`src/rtl/fp_norm_pack.sv`:
```
// Post-adder normalizer/packer: renormalizes a raw {carry, hidden, fraction} mantissa one bit
// per cycle and emits a packed IEEE-754 single with zero/overflow/underflow flags.
module fp_norm_pack #(
    parameter int unsigned MANT_W = 25,
    parameter int unsigned EXP_W  = 8
) (
    input  logic                      clk,
    input  logic                      rst_n,
    input  logic                      in_valid,
    output logic                      in_ready,
    input  logic                      in_sign,
    input  logic [EXP_W-1:0]          in_exp,
    input  logic [MANT_W-1:0]         in_mant,
    output logic                      out_valid,
    input  logic                      out_ready,
    output logic [EXP_W+MANT_W-2:0]   data_o,
    output logic                      out_zero,
    output logic                      out_ovf,
    output logic                      out_unf
);

    localparam int unsigned FRAC_W = MANT_W - 2;
    localparam logic [EXP_W-1:0] ExpMax = '1;
    localparam logic [EXP_W-1:0] ExpSat = ExpMax - EXP_W'(1);
    localparam logic [EXP_W-1:0] ExpOne = EXP_W'(1);

    typedef enum logic [1:0] {StIdle, StNorm, StDone} stateT;

    stateT                    stateQ;
    logic                     signQ;
    logic [EXP_W-1:0]         expQ;
    logic [MANT_W-1:0]        mantQ;
    logic                     inReadyQ;
    logic                     outValidQ;
    logic [EXP_W+FRAC_W:0]    dataQ;
    logic                     zeroQ;
    logic                     ovfQ;
    logic                     unfQ;

    always_ff @(posedge clk) begin
        if (!rst_n) begin
            stateQ    <= StIdle;
            signQ     <= 1'b0;
            expQ      <= '0;
            mantQ     <= '0;
            inReadyQ  <= 1'b1;
            outValidQ <= 1'b0;
            dataQ     <= '0;
            zeroQ     <= 1'b0;
            ovfQ      <= 1'b0;
            unfQ      <= 1'b0;
        end else begin
            unique case (stateQ)
                StIdle: begin
                    if (in_valid) begin
                        signQ    <= in_sign;
                        expQ     <= in_exp;
                        mantQ    <= in_mant;
                        inReadyQ <= 1'b0;
                        stateQ   <= StNorm;
                    end
                end
                StNorm: begin
                    // Decisions are strictly prioritized; only the final branch loops.
                    if (expQ == ExpMax) begin
                        dataQ     <= {signQ, ExpMax, {FRAC_W{1'b0}}};
                        ovfQ      <= 1'b1;
                        outValidQ <= 1'b1;
                        stateQ    <= StDone;
                    end else if (mantQ == '0) begin
                        dataQ     <= '0;
                        zeroQ     <= 1'b1;
                        outValidQ <= 1'b1;
                        stateQ    <= StDone;
                    end else if (mantQ[MANT_W-1]) begin
                        if (expQ >= ExpSat) begin
                            dataQ <= {signQ, ExpMax, {FRAC_W{1'b0}}};
                            ovfQ  <= 1'b1;
                        end else begin
                            mantQ <= mantQ >> 1;
                            expQ  <= expQ + ExpOne;
                            dataQ <= {signQ, expQ + ExpOne, mantQ[FRAC_W:1]};
                        end
                        outValidQ <= 1'b1;
                        stateQ    <= StDone;
                    end else if (mantQ[MANT_W-2]) begin
                        dataQ     <= {signQ, expQ, mantQ[FRAC_W-1:0]};
                        outValidQ <= 1'b1;
                        stateQ    <= StDone;
                    end else if (expQ <= ExpOne) begin
                        dataQ     <= {signQ, {(EXP_W+FRAC_W){1'b0}}};
                        unfQ      <= 1'b1;
                        outValidQ <= 1'b1;
                        stateQ    <= StDone;
                    end else begin
                        mantQ <= mantQ << 1;
                        expQ  <= expQ - ExpOne;
                    end
                end
                StDone: begin
                    if (out_ready) begin
                        outValidQ <= 1'b0;
                        zeroQ     <= 1'b0;
                        ovfQ      <= 1'b0;
                        unfQ      <= 1'b0;
                        inReadyQ  <= 1'b1;
                        stateQ    <= StIdle;
                    end
                end
                default: begin
                    inReadyQ  <= 1'b1;
                    outValidQ <= 1'b0;
                    stateQ    <= StIdle;
                end
            endcase
        end
    end

    assign in_ready  = inReadyQ;
    assign out_valid = outValidQ;
    assign data_o    = dataQ;
    assign out_zero  = zeroQ;
    assign out_ovf   = ovfQ;
    assign out_unf   = unfQ;

endmodule

```
`config.mk`:
```
export PLATFORM = sky130hd
export DESIGN_NAME = fp_norm_pack
export DESIGN_NICKNAME = d
export VERILOG_FILES = /design/src/rtl/fp_norm_pack.sv
export SDC_FILE = /design/constraint.sdc
export NUM_CORES = 1
export LEC_CHECK = 0
export CAP_MARGIN = 40
export CORE_ASPECT_RATIO = 1.4
export CORE_UTILIZATION = 58
export CTS_CLUSTER_DIAMETER = 40
export DETAILED_ROUTE_END_ITERATION = 16
export PLACE_DENSITY = 0.83
export REMOVE_ABC_BUFFERS = 1
export SYNTH_ARGS = -nofsm -noshare
export SYNTH_HDL_FRONTEND = slang
export SYNTH_SLANG_ARGS = --single-unit
```
`constraint.sdc`:
```
create_clock -name clk -period 7 [get_ports clk]
set_clock_uncertainty 0.05 [all_clocks]
set_input_delay 0.7 -clock clk [delete_from_list [all_inputs] [get_ports clk]]
set_output_delay 0.7 -clock clk [all_outputs]
set_load 0.05 [all_outputs]
```
==> implementation parameters <==
Parameter                              Value

Clock tree
  Number of instances resized during post-cts repair ... 0
  Max Buffers Root-to-Sink ... 2
  Cell at the root of the clock tree ... sky130_fd_sc_hd__clkbuf_8
  CTS Buf Count ... 9
  Htree depth ... 3
  Reg clk slew, reported paths ... 0.08 ns
  TritonCTS clock tree ... done
  CTS hold repair buffers ... 0
  Setup fix buffers added after clock tree synthesis ... 0
  Clock insertion delay at the later pin of the skew report ... 0.37 ns
  Clock tree sinks ... 73

Detailed routing
  DR WL met3 ... 942 um
  Antenna-violating nets left ... 0
  Met2 layer wire length in the routed design ... 6890 um
  DRT iter0 DRCs ... 577
  Wire length the detailed router placed on met1 ... 5250 um
  Vias ... 4696
  DRT Wirelength ... 13600 um
  Number of remaining DRC errors ... 0
  Highest metal used ... met4
  Via count normalized by instance count ... 7.01
  First-pass DRT Iterations ... 8
  Average wire per standard cell ... 20.3 um

Job
  Max_cap viols ... 0

Final layout
  Finished Layout Cells ... 670
  Antenna fix cells ... 0
  Layout cells sized above 1 ... 7.68%
  Area growth from synthesis to layout ... 22.6%
  Final-stage net count ... 610
  Area used by sequential logic in the layout ... 0.00146 mm2
  Multi-input gate area ... 0.00266 mm2
  Count of filler cells inserted in the layout ... 552
  Cell area after layout ... 0.00539 mm2

Placed design
  Placed Cells ... 654
  Worst slack at placement ... 3.78 ns
  Post-Place Cell Area ... 0.00514 mm2
  Final estimated routing congestion in global placement ... 0.967
  Port bufs ... 74
  Final HPWL DP ... 8640 um

Power
  Power Density ... 260 mW/mm2
  IR Drop Worst-Case VDD ... 160 uV
  LEAKAGE ... 1.94 nW

Global route
  Residual overflow from global routing ... 0
  Largest net degree at the start of global routing ... 62
  Wire length of the first global-routing pass ... 21700 um
  Tot GR Track Use ... 35.6%
  Number of antenna violations at the first check in global routing ... 0
  Number of global-route vias before repair ... 4486

Synth
  Main combinational cell family by area after synthesis ... compound AO/OA/AOI/OAI gates
  Number of enable flip-flop cells after synthesis ... 0
  Post-synthesis adder-cell area fraction ... 1.14%
  Flip-flop and latch count after synthesis ... 73
  Cell count after synthesis ... 530
  Share of synthesized registers carrying an async set or reset ... 0%
  Post-synth cell types ... 65
  Area share of xor/xnor cells in the synthesized design ... 0.597%
  Cell type with the highest aggregate area in the netlist ... sky130_fd_sc_hd__dfxtp_1
  Post-synthesis share of cell area spent on and, or, nand and nor gates ... 17.4%
  Synthesized area per cell ... 8.30 um2
  Mapped cell area ... 0.00440 mm2
  Syn. warnings ... 0
  Sequential area share after synthesis ... 33.2%
  List of most frequent post-synthesis cells ... sky130_fd_sc_hd__dfxtp_1 (73), sky130_fd_sc_hd__nand2_1 (54), sky130_fd_sc_hd__o21ai_0 (41)
  Multiplexer area fraction after synthesis ... 6.85%
  Share of the synthesized area in the top cell type ... 33.2%
  Area fraction in compound gates after synthesis ... 34.0%
  Most frequently used flop master after synthesis ... sky130_fd_sc_hd__dfxtp_1
  Dominant cell by count in the synthesized netlist ... sky130_fd_sc_hd__dfxtp_1
  Area contributors post-synth ... sky130_fd_sc_hd__dfxtp_1 (33%), sky130_fd_sc_hd__mux2i_1 (6.6%), sky130_fd_sc_hd__a221oi_1 (5.0%), sky130_fd_sc_hd__o21ai_0 (4.7%), sky130_fd_sc_hd__nand2_1 (4.6%)

Floorplanning
  Die outline area ... 0.00794 mm2
  Area of the core ... 0.00736 mm2
  Die outline height ... 105 um
  Effective utilization at floorplan ... 59.8%
  Io pins ... 75
  Row Count ... 37
  Floorplan die width ... 75.6 um

STA
  Setup slack of the critical path after layout ... 3.70 ns
  Fin crit period ... 3.30 ns
  Min Hold Slack ... 0.412 ns
  Portion of the clock cycle consumed by the worst path in the final layout ... 47.1%
  Setup violators final ... 0
  Peak Freq ... 303 MHz
  Max Transition Viols Final ... 0
  Final hold vios ... 0
  Final total negative setup slack ... 0 ns
  Actual slew at the worst max-slew pin ... 0.765 ns
  Headroom to the max-slew limit ... 49.0%
  Unrepaired setup endpoints after global routing ... false

Critical path
  Classification of the worst setup path ... register to register
  Critical path capture point ... data_o[24]
  R2R depth ... 8
  Register-to-Register Setup Slack ... 3.70 ns
  Critical-path maximum fanout ... 31
  Critical path required time ... 7.21 ns
  Kind of start point of the critical path ... register
  Launching instance or port of the critical path ... expQ[0]
  FF-to-FF End ... data_o[24]
  Arr. time, crit path ... 3.51 ns
  Crit Reg-Reg Startpoint ... expQ[0]
  Type of element capturing the critical path ... register

Outcome
  Result of the run ... finished, final reports clean

Min path
  Class of the tightest hold or removal check ... register to register
-- worst min path at each step --
stage,start,end,depth (start not counted)
floorplan,signQ,signQ,2
global placement,data_o[10],data_o[10],2
detailed placement,data_o[10],data_o[10],2
CTS,data_o[10],data_o[10],2
global route,data_o[14],data_o[14],2
finish,data_o[10],data_o[10],2
-- cell families (layout without fill, tap and decap cells) --
group | after synthesis | after routing
adders and majority gates | 4 | 4
buffers and inverters | 70 | 113
muxes | 30 | 30
and+or+nand+nor | 148 | 148
AOI/OAI and AO/OA | 202 | 202
xor gates and xnor gates | 3 | 3
DFF | 73 | 73
-- critical path: stages, from the launching register on --
cell and delay, ns:
sky130_fd_sc_hd__dfxtp_1 0.48, sky130_fd_sc_hd__inv_1 0.16, sky130_fd_sc_hd__ha_1 0.27, sky130_fd_sc_hd__or2_1 0.29
sky130_fd_sc_hd__a31oi_4 0.65, sky130_fd_sc_hd__nand2_1 0.24, sky130_fd_sc_hd__o21ai_4 0.17, sky130_fd_sc_hd__buf_4 0.48
sky130_fd_sc_hd__mux2_2 0.39
-- state kept, by name, indices dropped and copies added (netlist names) --
name	cells
data_o	32
mantQ	25
expQ	8
stateQ	2
in_ready	1
out_ovf	1
out_unf	1
out_valid	1
out_zero	1
signQ	1
-- power by group --
part,total [mW],leakage (nW),switching [mW],internal (mW)
sequential,0.539,0.596,0.0796,0.459
clock,0.428,0.127,0.171,0.257
combinational,0.435,1.22,0.273,0.162
total,1.40,1.94,0.524,0.878
-- cell type report --
type                    count  share of cell area [%]
multi-input cells         387                    49.3
flip-flops and latches     73                    27.1
repair buffers             87                    15.9
clock buffers              12                    2.88
well taps                  97                    2.25
clock inverters             4                    1.83
inverters                  10                   0.696
-- layer usage --
metal  global-route usage (%)  vias to the layer above
met5                        0                        -
met4                     22.0                        0
met3                     4.05                       52
met2                     59.1                      249
met1                     42.3                     2249
li1                         -                     2146
-- stage by stage --
stage,utilization [%],total power [mW]
5_1_grt,73.3,1.45
3_3_place_gp,69.2,0.954
4_1_cts,73.3,1.39
3_5_place_dp,69.8,0.967
6_report,73.3,1.40
2_1_floorplan,-,0.809
-- layout by cell type (no fill, tap or decap), drive strengths merged, types with 5 or more instances in the layout --
cell type	n
nand4	6
o31ai	26
a21oi	16
a311oi	6
o211ai	7
a221oi	25
clkbuf	12
dfxtp	73
mux2i	29
nand3	33
clkdlybuf4s50	73
nand2	54
nor4	10
inv	9
or3	5
nor3	7
o311ai	22
o21ai	42
a31oi	12
and2	6
buf	14
nor2	13
a22o	21
Note: power is estimated with default switching activity, not from simulation.
